[config.mk]
export PLATFORM = sky130hd
export DESIGN_NAME = iot_pulse_sequencer
export DESIGN_NICKNAME = d
export VERILOG_FILES = /design/src/rtl/iot_pulse_sequencer.sv
export SDC_FILE = /design/constraint.sdc
export NUM_CORES = 1
export LEC_CHECK = 0
export BUFFER_PORTS_ARGS = -buffer_cell sky130_fd_sc_hd__buf_2
export CORE_ASPECT_RATIO = 0.7
export CORE_MARGIN = 4
export CORE_UTILIZATION = 40
export DETAILED_ROUTE_END_ITERATION = 8
export PLACE_DENSITY = 0.65
export SYNTH_ARGS = -nofsm -noshare
export SYNTH_HDL_FRONTEND = slang
export SYNTH_SLANG_ARGS = --single-unit
[constraint.sdc]
create_clock -name clk -period 4.9 [get_ports clk]
set_clock_uncertainty 0.2 [all_clocks]
set_input_delay 0.98 -clock clk [delete_from_list [all_inputs] [get_ports clk]]
set_output_delay 0.98 -clock clk [all_outputs]
set_load 0.02 [all_outputs]
[src/rtl/iot_pulse_sequencer.sv]
// rtl/iot_pulse_sequencer.sv - PDP-8/I IOT sequencer: issues IOP1/IOP2/IOP4 on the
// negative I/O bus and merges the device skip, AC-clear and data returns.
module iot_pulse_sequencer #(
  parameter int PULSE_LEN = 4,
  parameter int GAP_LEN   = 2,
  parameter int DATA_W    = 12
) (
  input  logic              clk,
  input  logic              rst,
  input  logic              iot_start,
  input  logic [2:0]        mb_bits,
  input  logic              io_skip,
  input  logic              io_ac_clr,
  input  logic [DATA_W-1:0] bus_in_n,
  output logic              busy,
  output logic              bus_en,
  output logic              iop1,
  output logic              iop2,
  output logic              iop4,
  output logic              done,
  output logic              skip,
  output logic              ac_clr,
  output logic [DATA_W-1:0] ac_or
);

  localparam int CNT_MAX = (PULSE_LEN > GAP_LEN) ? PULSE_LEN : GAP_LEN;
  localparam int CNT_W   = (CNT_MAX > 1) ? $clog2(CNT_MAX) : 1;
  localparam logic [CNT_W-1:0] PULSE_LOAD = CNT_W'(PULSE_LEN - 1);
  localparam logic [CNT_W-1:0] GAP_LOAD   = CNT_W'((GAP_LEN > 0) ? GAP_LEN - 1 : 0);

  typedef enum logic [2:0] {
    S_IDLE,
    S_P1,
    S_P2,
    S_P4,
    S_GAP,
    S_DONE
  } state_t;

  state_t           state, state_nxt;
  logic [CNT_W-1:0] cnt, cnt_nxt;
  logic [2:0]       pend, pend_nxt;
  logic             sample;
  logic             clear_res;

  // pend holds the enabled pulses not yet issued; lowest set bit goes next
  function automatic state_t first_pulse(input logic [2:0] m);
    if (m[0])      return S_P1;
    else if (m[1]) return S_P2;
    else if (m[2]) return S_P4;
    else           return S_DONE;
  endfunction

  function automatic logic [2:0] drop_first(input logic [2:0] m);
    return m & (m - 3'd1);
  endfunction

  always_comb begin
    state_nxt = state;
    cnt_nxt   = cnt;
    pend_nxt  = pend;
    sample    = 1'b0;
    clear_res = 1'b0;
    case (state)
      S_IDLE: begin
        if (iot_start) begin
          clear_res = 1'b1;
          state_nxt = first_pulse(mb_bits);
          pend_nxt  = drop_first(mb_bits);
          cnt_nxt   = PULSE_LOAD;
        end
      end
      S_P1, S_P2, S_P4: begin
        if (cnt == '0) begin
          sample = 1'b1;
          if (pend == 3'b000) begin
            state_nxt = S_DONE;
          end else if (GAP_LEN == 0) begin
            state_nxt = first_pulse(pend);
            pend_nxt  = drop_first(pend);
            cnt_nxt   = PULSE_LOAD;
          end else begin
            state_nxt = S_GAP;
            cnt_nxt   = GAP_LOAD;
          end
        end else begin
          cnt_nxt = cnt - CNT_W'(1);
        end
      end
      S_GAP: begin
        if (cnt == '0) begin
          state_nxt = first_pulse(pend);
          pend_nxt  = drop_first(pend);
          cnt_nxt   = PULSE_LOAD;
        end else begin
          cnt_nxt = cnt - CNT_W'(1);
        end
      end
      S_DONE:  state_nxt = S_IDLE;
      default: state_nxt = S_IDLE;
    endcase
  end

  // Bus outputs are registered decodes of the next state so they never glitch
  always_ff @(posedge clk) begin
    if (rst) begin
      state  <= S_IDLE;
      cnt    <= '0;
      pend   <= 3'b000;
      busy   <= 1'b0;
      bus_en <= 1'b0;
      iop1   <= 1'b0;
      iop2   <= 1'b0;
      iop4   <= 1'b0;
      done   <= 1'b0;
      skip   <= 1'b0;
      ac_clr <= 1'b0;
      ac_or  <= '0;
    end else begin
      state  <= state_nxt;
      cnt    <= cnt_nxt;
      pend   <= pend_nxt;
      busy   <= (state_nxt != S_IDLE);
      bus_en <= (state_nxt inside {S_P1, S_P2, S_P4, S_GAP});
      iop1   <= (state_nxt == S_P1);
      iop2   <= (state_nxt == S_P2);
      iop4   <= (state_nxt == S_P4);
      done   <= (state_nxt == S_DONE);
      if (clear_res) begin
        skip   <= 1'b0;
        ac_clr <= 1'b0;
        ac_or  <= '0;
      end else if (sample) begin
        skip   <= skip | io_skip;
        ac_clr <= ac_clr | io_ac_clr;
        ac_or  <= ac_or | ~bus_in_n;
      end
    end
  end

endmodule

# After elaboration in Yosys (flattened, before gate mapping)
# Cells that the tools add are included.
dict set report op_classes {
  add_sub_neg 3
  eq_ne 12
  n_mux 23
  bitwise 6
  n_reduce_logical 11
}
# cell n
set ops {}
lappend ops {{$mux W3} 11}
lappend ops {{$eq A3 B2 Y1 const B} 4}
lappend ops {{$not A12 Y12} 1}
lappend ops {{$or A12 B12 Y12} 1}
lappend ops {{$eq A3 B3 Y1 const B} 3}
lappend ops {{$pmux W3 S3} 1}
lappend ops {{$mux W2} 4}
lappend ops {{$and A3 B3 Y3} 2}
lappend ops {{$eq A3 B1 Y1 const B} 2}
lappend ops {{$logic_not A3 Y1} 2}
lappend ops {{$pmux W2 S3} 1}
lappend ops {{$pmux W3 S2} 1}
lappend ops {{$reduce_and A3 Y1} 2}
lappend ops {{$reduce_bool A3 Y1} 2}
lappend ops {{$sub A3 B1 Y3 const B} 2}
lappend ops {{$mux W1} 5}
lappend ops {{$ne A2 B2 Y1 const B} 2}
lappend ops {{$reduce_bool A4 Y1} 1}
lappend ops {{$ne A3 B3 Y1 const B} 1}
lappend ops {{$reduce_or A3 Y1} 1}
lappend ops {{$logic_not A2 Y1} 1}
lappend ops {{$or A1 B1 Y1} 2}
lappend ops {{$reduce_bool A2 Y1} 1}
lappend ops {{$reduce_or A2 Y1} 1}
lappend ops {{$sub A2 B1 Y2 const B} 1}
dict set report totals {
  ff_bits 28
  in_bits 20
  output_inout_bits 20
  wordCells 67
}

# Depth between registers and ports, before layout
dict set report depth {
  ltp_word 7
  mapped_depth 7
  ltp_nobuf 7
}

# Worst setup path after synthesis
# No wires, ideal clock.
dict set report synth_path {
  path_kind {input port to flip-flop}
  from {in mb_bits[1]}
  to {reg cnt[0]}
  setup_time_ns 0.115
  arrival_time_ns 1.924
  setup_slack_ns 2.662
  path_stages 4
  n_path_buf 0
  path_cell_list {or2b_1 > a221oi_2 > a22oi_2 > o21a_1}
}
# item line_no
set synth_lines {}
lappend synth_lines {{start, declared} 11} ;# input logic [2:0] mb_bits,
lappend synth_lines {{end signal, assigned} 121} ;# cnt <= cnt_nxt;
lappend synth_lines {{end, declared} 41} ;# logic [CNT_W-1:0] cnt, cnt_nxt;

# Final worst setup path
dict set report layout_path {
  from {in iot_start}
  to {reg cnt[1]}
}
dict set report layout_between {
  elab_chain_len 2
}
# item line_no
set layout_rtl {}
lappend layout_rtl {{start, declared} 10} ;# input logic iot_start,
lappend layout_rtl {{$ne A2 B2 Y1 (no line)} -}
lappend layout_rtl {{$reduce_and A3 Y1 (no line)} -}
# No other way between the ends.
# A chain may end at the register's enable or synchronous reset.

==> results.txt <==
----------------------------------------------------
[Outcome]
  Result of the run ... complete, no violations

[Clock tree]
  Clock insertion delay at the later pin of the skew report ... about 0.27 ns
  Clock slew at reported path FFs ... approximately 0.09 ns
  Master cell of the clock root buffer ... clkbuf_8
  H-tree levels ... 1
  TritonCTS clock tree ... yes
  Maximum clock path buffer count ... 2
  CTS resizes ... 0
  Number of clock sinks ... 27
  Number of buffers inserted to repair setup after CTS ... 0
  Hold-fix buffers at CTS ... 0
  Clock buffers created by TritonCTS ... 3

[Global routing]
  Maximum number of pins on one net before global-route repair ... 18
  Overall Global Routing Usage ... 14.40%
  Number of global-route vias before repair ... 889
  Global-route wire length before repair ... around 4200 um
  Sum of overflow across all layers after global routing ... 0
  Initial antenna violation count ... 0

[STA]
  Fin crit share ... 45.78%
  Number of hold violations in the final report ... 0
  Transition time of the tightest slew-check pin ... about 0.74 ns
  Setup repair after global routing missed its margin ... no
  Final Setup Violations ... 0
  Highest clock frequency the design can meet ... 445.8 MHz
  Sum Neg Setup Slack ... 0 ns
  Relative max-transition margin ... 50.65%
  Max Transition Viols Final ... 0
  Post-route minimum period ... 2.243 ns

[Pwr]
  Combinational fraction of design power ... 43.7%
  Standby leakage power ... 0.6387 nW
  Power per cell area ... roughly 580 mW/mm2
  Internal Pwr Total ... 0.4742 mW
  Flop pwr share ... 40.0%
  Maximum resistive drop on vdd ... 0.3563 mV
  Power share of the clock group ... about 16%
  Net switching power ... 0.3217 mW
  Switching fraction of total power ... 40.42%

[Worst setup path]
  Critical path start-end classification ... input port to flop
  Element type at the critical path start ... input port
  Launch instance of the worst register-to-register path ... cnt[0]
  Worst setup path startpoint ... iot_start
  Sort of element at the end of the critical path ... flop
  CP required ... 4.90 ns
  Crit path max fanout ... 8
  Data arrival time at the worst-slack endpoint ... around 2.3 ns

[Synthesis]
  Most instantiated flip-flop cell in the synthesis netlist ... dfxtp_1
  Number of enable flip-flop cells after synthesis ... 0
  Post-synthesis average cell area ... 9.421 um2
  Async set or reset register ratio after synthesis ... 0%
  Netlist area before placement ... 0.001102 mm2
  Sequential area share after synthesis ... 49.04%
  Total number of yosys warnings ... 0
  Post-synthesis net count ... between 100 and 150
  Number of standard cells after synthesis ... around 120
  Number of distinct library cell variants in the gate-level netlist after synthesis ... 32
  Synthesis-stage register bit count ... 27

[Route]
  DR WL/cell ... 12.65 um
  Vias post-DR ... 959
  Pre-Repair DR Iteration Count ... 4
  Iteration-0 DRC count of the detailed router ... 14
  Routed WL ... roughly 2400 um
  Drc violations ... 0
  Number of nets with antenna violations after detailed routing ... 0
  Vias/cell ... between 5 and 6

[Layout]
  Proportion of layout cells with a drive suffix above 1 ... 31.41%
  Final Util ... 53.58%
  Most common library cell in the layout ignoring fill and taps ... buf_2
  Footprint of the multi-input gates ... roughly 520 um2
  Commonest non-fill, non-tap cells in the layout ... buf_2 (39), dfxtp_1 (27), nor2_1 (21)
  Fill cell total of the finished layout ... about 260
  Relative area change from synthesis to final layout ... 24.06%
  Count of nets after finishing ... 179
  Register Area ... 540.5 um2
  Antenna diode count ... 0

[Floorplan]
  Die outline area ... 0.003673 mm2
  Site row count ... 15
  Die X ... 70.75 um
  Initial Utilization ... 43.19%
  Boundary Pins ... 40
  Die outline height ... 51.92 um
  Area inside the core boundary ... 0.002552 mm2

[Min path]
  Startpoint of the most critical hold path ... ac_or[6]
  Class of the tightest hold or removal check ... flop to flop

[Place]
  Final estimated routing congestion in global placement ... ~0.87
  Number of port buffers ... 39
  Detailed placement HPWL ... 1863 um

[Run]
  Max-cap violations ... 0

----------------------------------------------------
[power by group through the flow]
stage / logic [mW] / registers (mW) / clock network (mW)
6_report: 0.348 / 0.318 / 0.130
5_1_grt: 0.390 / 0.326 / 0.145
4_1_cts: 0.353 / 0.318 / 0.137
3_5_place_dp: 0.352 / 0.322 / 0
3_3_place_gp: 0.340 / 0.320 / 0
2_1_floorplan: 0.237 / 0.351 / 0
[logic make-up (layout without fill, tap and decap cells)]
group                    after synthesis  after routing  share of synthesized area, %
AND/OR/NAND/NOR                       43             43                         21.11
AO/OA/AOI/OAI                         34             34                         22.13
flip-flops                            27             27                         49.04
buffers and inverters                  9             48                         3.746
adder cells (fa/ha/maj)                2              2                         2.270
XOR/XNOR                               1              1                        0.7947
multiplexers                           1              1                        0.9081
[layer usage]
layer | up-vias | wire [um] | GRT usage, %
li1 | 490 | - | -
met1 | 435 | 1138 | 18.54
met2 | 30 | 1068 | 22.46
met3 | 4 | 172 | 5.792
met4 | 0 | 23 | 3.750
met5 | - | 0 | 0
[synthesized netlist by cell type (all sizes together), types with 2 or more instances]
master | instances | area, um2
nand3b | 2 | 15.01
nor3 | 6 | 30.03
and2 | 2 | 13.77
o2bb2ai | 2 | 17.52
inv | 5 | 18.77
dfxtp | 27 | 540.5
o21a | 13 | 97.59
o22ai | 2 | 12.51
nand2 | 3 | 11.26
ha | 2 | 25.02
a21oi | 9 | 45.04
o21ai | 2 | 10.01
or2b | 2 | 15.01
nor2 | 21 | 78.83
clkbuf | 3 | 11.26
[sequential cells by signal (all words and copies together), names as in the netlist, 2 cells and up]
name   cells
ac_or     12
state      3
cnt        2
pend       2
[cell type report]
class / instances / area share [%]
Sequential cell: 27 / 39.52
Inverter: 5 / 1.372
Clock inverter: 1 / 0.6404
Timing Repair Buffer: 39 / 14.27
Tap cell: 34 / 3.111
Clock buffer: 3 / 3.019
Multi-Input combinational cell: 81 / 38.06
[path summary, 6_finish.rpt]
kind | end | slack, ns | depth (start not counted)
max | cnt[1] | 2.66 | 6
min | ac_or[6] | 0.27 | 1
max reg2reg | cnt[0] | 2.79 | 7
min reg2reg | ac_or[6] | 0.27 | 1
[per-stage QoR]
step | hold slack, ns | cells | setup slack [ns] | power, mW | area, um2
final | 0.2650 | 190 | 2.657 | 0.7959 | 1368
after global routing | 0.2983 | 190 | 2.536 | 0.8619 | 1368
after CTS | 0.2711 | 190 | 2.639 | 0.8078 | 1368
after detailed placement | 0.2481 | 186 | 2.349 | 0.6740 | 1318
after global placement | 0.2403 | 186 | 2.448 | 0.6601 | 1318
after floorplan | 0.2507 | 117 | 2.662 | 0.5880 | 1102
[worst max-delay path: stages]
cell and delay [ns]:
buf_2 0.09, nor4b_4 0.42, and2b_1 0.23, nor3_1 0.09, a22oi_2 0.21, mux2i_1 0.23
Note: power is estimated with default switching activity, not from simulation.
